==> src/rtl/metronome_pkg.sv <==
// Shared types and elaboration-time helpers for the metronome output chain.
package metronome_pkg;

  typedef enum logic {
    IDLE = 1'b0,
    TONE = 1'b1
  } bell_state_e;

  // Clock cycles per half period of a square wave at freq_hz.
  function automatic int half_count(input int clk_hz, input int freq_hz);
    return clk_hz / (2 * freq_hz);
  endfunction

  // Bits needed for a counter that runs 0 .. n-1 (never narrower than 1).
  function automatic int cnt_width(input int n);
    return (n <= 1) ? 1 : $clog2(n);
  endfunction

endpackage

==> src/rtl/bell_driver_if.sv <==
// Beat-in / buzzer-out signal bundle between the metronome stage and bell_driver.
interface bell_driver_if;
  logic       beat;
  logic       accent;
  logic       mute;
  logic [1:0] vol;
  logic       buzz;
  logic       busy;
  logic       beat_led;

  modport master (
    output beat, accent, mute, vol,
    input  buzz, busy, beat_led
  );

  modport slave (
    input  beat, accent, mute, vol,
    output buzz, busy, beat_led
  );
endinterface

==> src/rtl/bell_driver_tone_osc.sv <==
// tone_osc: square-wave generator with selectable half period.
// restart forces a fresh high phase, stop parks the output low, run advances it.
module tone_osc
  import metronome_pkg::*;
#(
  parameter int HALF_N = 50,
  parameter int HALF_A = 25
) (
  input  logic clk,
  input  logic rst_n,
  input  logic restart,
  input  logic stop,
  input  logic run,
  input  logic sel_accent,
  output logic phase_o,
  output logic phase_nxt_o
);

  localparam int HMAX = (HALF_N > HALF_A) ? HALF_N : HALF_A;
  localparam int HW   = cnt_width(HMAX);
  localparam logic [HW-1:0] HN_LAST = HW'(HALF_N - 1);
  localparam logic [HW-1:0] HA_LAST = HW'(HALF_A - 1);

  logic [HW-1:0] half_q, half_d;
  logic          phase_q, phase_d;
  logic [HW-1:0] half_last;

  // Next half-period count and phase; restart beats stop beats run.
  always_comb begin
    half_d    = half_q;
    phase_d   = phase_q;
    half_last = sel_accent ? HA_LAST : HN_LAST;
    if (restart) begin
      half_d  = '0;
      phase_d = 1'b1;
    end else if (stop) begin
      half_d  = '0;
      phase_d = 1'b0;
    end else if (run) begin
      if (half_q == half_last) begin
        half_d  = '0;
        phase_d = ~phase_q;
      end else begin
        half_d = half_q + 1'b1;
      end
    end
  end

  // Oscillator state registers.
  always_ff @(posedge clk or negedge rst_n) begin
    if (!rst_n) begin
      half_q  <= '0;
      phase_q <= 1'b0;
    end else begin
      half_q  <= half_d;
      phase_q <= phase_d;
    end
  end

  assign phase_o     = phase_q;
  assign phase_nxt_o = phase_d;

endmodule

==> src/rtl/bell_driver.sv <==
// bell_driver: turns metronome beat edges into fixed-length tone bursts.
// Optional VOLUME_PWM_EN adds a 4-step duty-cycle volume on the buzz output.
module bell_driver
  import metronome_pkg::*;
#(
  parameter int CLK_HZ    = 100_000_000,
  parameter int TONE_HZ   = 1000,
  parameter int ACCENT_HZ = 2000,
  parameter int BEEP_MS   = 50
) (
  input  logic           clk,
  input  logic           rst_n,
  bell_driver_if.slave   bus
);

  localparam int HALF_N   = half_count(CLK_HZ, TONE_HZ);
  localparam int HALF_A   = half_count(CLK_HZ, ACCENT_HZ);
  localparam int BEEP_CYC = (CLK_HZ / 1000) * BEEP_MS;
  localparam int DW       = cnt_width(BEEP_CYC);
  localparam logic [DW-1:0] DUR_LAST = DW'(BEEP_CYC - 1);

  bell_state_e   state_q;
  logic          beat_q;   // beat delayed one cycle for edge detection
  logic          acc_q;
  logic          busy_q;
  logic [DW-1:0] dur_q;

  logic rise, start, last, stop;
  logic phase, phase_nxt;

  assign rise  = bus.beat & ~beat_q;
  // Mute wins over a rise; a rise wins over the end of a burst.
  assign start = rise & ~bus.mute;
  assign last  = (state_q == TONE) && (dur_q == DUR_LAST);
  assign stop  = bus.mute | last;

  // Burst FSM with duration counter, accent latch and busy flag.
  always_ff @(posedge clk or negedge rst_n) begin
    if (!rst_n) begin
      state_q <= IDLE;
      beat_q  <= 1'b0;
      acc_q   <= 1'b0;
      busy_q  <= 1'b0;
      dur_q   <= '0;
    end else begin
      beat_q <= bus.beat;
      if (bus.mute) begin
        state_q <= IDLE;
        busy_q  <= 1'b0;
        dur_q   <= '0;
      end else if (rise) begin
        state_q <= TONE;
        busy_q  <= 1'b1;
        dur_q   <= '0;
        acc_q   <= bus.accent;
      end else if (state_q == TONE) begin
        if (last) begin
          state_q <= IDLE;
          busy_q  <= 1'b0;
          dur_q   <= '0;
        end else begin
          dur_q <= dur_q + 1'b1;
        end
      end
    end
  end

  tone_osc #(
    .HALF_N (HALF_N),
    .HALF_A (HALF_A)
  ) u_osc (
    .clk         (clk),
    .rst_n       (rst_n),
    .restart     (start),
    .stop        (stop),
    .run         (state_q == TONE),
    .sel_accent  (acc_q),
    .phase_o     (phase),
    .phase_nxt_o (phase_nxt)
  );

`ifdef VOLUME_PWM_EN
  logic [1:0] pwm_q;
  logic [1:0] pwm_d;
  logic       buzz_q;
  logic       unused_phase;

  assign pwm_d        = pwm_q + 2'd1;
  assign unused_phase = phase;

  // Free-running PWM counter; buzz is gated against the values both take next cycle
  // so it stays a pure register output with the same latency as the ungated phase.
  always_ff @(posedge clk or negedge rst_n) begin
    if (!rst_n) begin
      pwm_q  <= 2'd0;
      buzz_q <= 1'b0;
    end else begin
      pwm_q  <= pwm_d;
      buzz_q <= phase_nxt & (pwm_d <= bus.vol);
    end
  end

  assign bus.buzz = buzz_q;
`else
  logic unused_sig;
  assign unused_sig = ^{bus.vol, phase_nxt};
  assign bus.buzz   = phase;
`endif

  assign bus.busy     = busy_q;
  assign bus.beat_led = busy_q;

endmodule

==> src/flat_wrapper.sv <==
// flat-port wrapper written by rule: the top's interface ports become plain ports
module bell_driver_flat import metronome_pkg::*;
#(
  parameter int CLK_HZ    = 100_000_000,
  parameter int TONE_HZ   = 1000,
  parameter int ACCENT_HZ = 2000,
  parameter int BEEP_MS   = 50
)
  (clk, rst_n, bus_beat, bus_accent, bus_mute, bus_vol, bus_buzz, bus_busy, bus_beat_led);
  bell_driver_if bus_i ();
  input  logic clk;
  input  logic rst_n;
  input wire logic [$bits(bus_i.beat)-1:0] bus_beat;
  input wire logic [$bits(bus_i.accent)-1:0] bus_accent;
  input wire logic [$bits(bus_i.mute)-1:0] bus_mute;
  input wire logic [$bits(bus_i.vol)-1:0] bus_vol;
  output wire logic [$bits(bus_i.buzz)-1:0] bus_buzz;
  output wire logic [$bits(bus_i.busy)-1:0] bus_busy;
  output wire logic [$bits(bus_i.beat_led)-1:0] bus_beat_led;
  assign bus_i.beat = bus_beat;
  assign bus_i.accent = bus_accent;
  assign bus_i.mute = bus_mute;
  assign bus_i.vol = bus_vol;
  assign bus_buzz = bus_i.buzz;
  assign bus_busy = bus_i.busy;
  assign bus_beat_led = bus_i.beat_led;
  bell_driver #(.CLK_HZ(CLK_HZ), .TONE_HZ(TONE_HZ), .ACCENT_HZ(ACCENT_HZ), .BEEP_MS(BEEP_MS)) u_core (.clk(clk), .rst_n(rst_n), .bus(bus_i));
endmodule
==> config.mk <==
export PLATFORM = sky130hd
export DESIGN_NAME = bell_driver_flat
export DESIGN_NICKNAME = d
export VERILOG_FILES = /design/src/rtl/metronome_pkg.sv /design/src/rtl/bell_driver_if.sv /design/src/rtl/bell_driver_tone_osc.sv /design/src/rtl/bell_driver.sv /design/src/flat_wrapper.sv
export SDC_FILE = /design/constraint.sdc
export NUM_CORES = 1
export LEC_CHECK = 0
export ABC_AREA = 1
export CELL_PAD_IN_SITES_DETAIL_PLACEMENT = 1
export CELL_PAD_IN_SITES_GLOBAL_PLACEMENT = 2
export CORE_AREA = 5 5 83 101
export DETAILED_ROUTE_END_ITERATION = 10
export DIE_AREA = 0 0 88 106
export PLACE_DENSITY_LB_ADDON = 0.1
export SETUP_SLACK_MARGIN = 0.5
export SLEW_MARGIN = 20
export SYNTH_ARGS = -nofsm -noshare
export SYNTH_HDL_FRONTEND = slang
export SYNTH_SLANG_ARGS = --single-unit
==> constraint.sdc <==
create_clock -name clk -period 4.33 [get_ports clk]
set_input_delay 0.6495 -clock clk [delete_from_list [all_inputs] [get_ports clk]]
set_output_delay 0.6495 -clock clk [all_outputs]
set_load 0.03 [all_outputs]
==> reports/metrics.csv <==
stage,metric,value,unit
status,status,"finished, final reports clean",
synth,synth-seq-cells,44,
clock_network,cts_tree,yes,
clock_network,clockBufferDepth,2,
routing,ant_nets,0,
grt,grt.overflow.total,0,
routing,avgRoutedWirePerCell,15.2,um
sta,drv_slew,0,
floorplan,die-area,9330,um2
sta,setup_viol,0,
grt,grt_pass1_vias,2471,
placement,dp_slack,1610,ps
critical_path,critical_path_required,4490,ps
final_layout,drive_gt1_share,8.89,%
synth,synthMuxAreaShare,0,%
grt,grt_antenna_before_repair,0,
final_layout,nets,379,
critical_path,endpoint_kind,flip-flop,
final_layout,final_cell_mix,"85 x nand2_1, 69 x nor2_1, 44 x dfrtp_1",
clock_network,cts_max_level,2,
pwr,power.density,269,nW/um2
floorplan,pin_count,10,
synth,syn_area_per_cell,7.39,um2
critical_path,start_kind,input port,
sta,setup_tns,0,ps
synth,yosys.cell_types.count,30,
pwr,peakVddDrop,0.000114,V
final_layout,fin_util,39.2,%
routing,drc_errors,0,
sta,finClkSkew,11.3,ps
critical_path,reg2regPathDepth,8,
sta,timing.final.ws_setup,1950,ps
routing,wirelength,7050,um
sta,worst_pin_slew,754,ps
final_layout,syn2layout_area_growth,8.21,%
clock_network,cts_resized,0,
placement,place_hpwl,5390,um
critical_path,crit_fanout,12,
pwr,p_leak,1.27,nW
clock_network,cts_hold_buffers,0,
sta,grt_setup_unrepaired,false,
floorplan,initial_utilization,36.2,%
placement,place_congestion,0.781,
floorplan,fp.coreArea,7400,um2
final_layout,antenna_cells,0,
synth,synth_top_area_share,41.1,%
floorplan,std_cell_rows,35,
routing,firstDrtPassIters,4,
synth,synthTopCellsByArea,"dfrtp_1 41%, nand2_1 12%, nor2_1 9.7%",
synth,ys.flop_type,dfrtp_1,
clock_network,clk_pin_slew,80,ps
clock_network,clock_latency,300,ps
floorplan,die_y,106,um
synth,synth_nets,372,
synth,seq_area_frac_synth,41.1,%
final_layout,final_common_cell,nand2_1,
synth,synth_area,2680,um2
final_layout,fill_cells,943,
grt,grt_start_max_net_pins,45,
sta,max-slew-margin-rel,49.7,%
synth,synth_top_area_cell,dfrtp_1,
synth,synth_compound_area_share,3.97,%
critical_path,arrival,2550,ps
sta,fin_crit,2380,ps
synth,synthSimpleGateAreaFrac,39.9,%
critical_path,critPathKind,input port to flip-flop,
final_layout,finalInstanceArea,2900,um2
placement,port_buffers,7,
synth,async_flop_share,100,%
synth,synth-edff-count,0,
clock_network,postCtsSetupBuffers,0,
sta,max_clock_freq,420,MHz
grt,grtUsageTotal,16.6,%
placement,dpl_cell_area,2810,um2
synth,yosys_warnings,0,
floorplan,die_w,88,um
sta,final.period_utilization,55.0,%
clock_network,numCtsBuffers,5,
grt,grt_pass1_wl,12000,um
routing,drt-vias-per-instance,4.81,
clock_network,cts_root_buf,clkbuf_8,
synth,synth-adder-area-share,0.933,%
synth,synthXorXnorAreaFrac,6.53,%
clock_network,clock_sinks,44,
synth,synth_top_family_by_area,simple AND/OR/NAND/NOR gates,
routing,drt_iter0_markers,36,
sta,finalHoldViolCount,0,
job,max_cap_violations,0,
synth,syn_inst,363,
routing,num_vias,2229,
min_path,hold_class,input port to async pin,
==> metal layers <==
layer  vias to the layer above  GRT usage (%)  share of wire (%)
li1                       1159              -                  -
met1                      1055           19.2                 42
met2                         9           31.6                 56
met3                         6           2.56                1.6
met4                         0           3.29               0.91
met5                         -              0                  0
==> report_power, final <==
group	switching, mW	total [mW]	internal [mW]	leakage (nW)
logic	0.0537	0.0751	0.0214	0.617
registers	0.00964	0.431	0.421	0.603
clock network	0.144	0.274	0.131	0.0455
total	0.207	0.780	0.573	1.27
==> flip-flops by register name, summed over array words and instances (netlist names) <==
register	cells
u_core.u_osc.half_q	16
u_core.beat_q	1
u_core.u_osc.phase_o	1
u_core.dur_q	23
u_core.state_q	1
u_core.acc_q	1
u_core.bus.beat_led	1
==> layout make-up <==
type	count	area, um2	area share, %
flip-flops and latches	44	1100	37.9
repair buffers	7	67.6	2.33
clock buffers	8	90.1	3.10
multi-input cells	272	1380	47.5
well taps	92	115	3.97
inverters	40	150	5.17
==> logic make-up (layout without fill, tap and decap cells) <==
family | after synthesis | count (layout)
xor+xnor | 20 | 20
compound gates | 20 | 20
flops | 44 | 44
buf+inv | 47 | 55
fa+ha+maj | 2 | 2
simple gates | 230 | 230
==> worst paths after layout <==
check	from	to	slack [ps]
worst max register to register	u_core.dur_q[0]	u_core.u_osc.half_q[13]	2090
min in group clk	u_core.bus.beat_led	u_core.bus.beat_led	510
max in group asynchronous	rst_n	u_core.bus.beat_led	3580
worst max-delay path	bus_mute	u_core.dur_q[11]	1950
worst min-delay path	rst_n	u_core.dur_q[9]	350
worst min register to register	u_core.bus.beat_led	u_core.bus.beat_led	510
==> cell usage after synthesis, drive strengths merged, types with 2 or more instances <==
| library cell | count |
|---|---|
| a21oi | 6 |
| buf | 7 |
| dfrtp | 44 |
| ha | 2 |
| inv | 40 |
| nand2 | 90 |
| nand3 | 31 |
| nand4 | 11 |
| nor2 | 78 |
| nor3 | 14 |
| nor3b | 4 |
| o21ai | 11 |
| xnor2 | 5 |
| xor2 | 15 |
==> stage by stage <==
stage,power (mW),hold WS [ps],instances
finish,0.780,354,463
CTS,0.800,517,463
global placement,0.515,480,455
floorplan,0.487,354,363
detailed placement,0.516,495,455
global route,0.823,399,463
==> worst max-delay path, cell delays in order <==
cell and delay, ps:
clkdlybuf4s50_1 460, inv_1 210, nand2_2 100, nor2_2 610, nor2_4 60, nand2_2 120, nor2_4 50, nand2_1 60
xor2_1 150, nor2_1 60
Power figures use the tool's default switching activity.
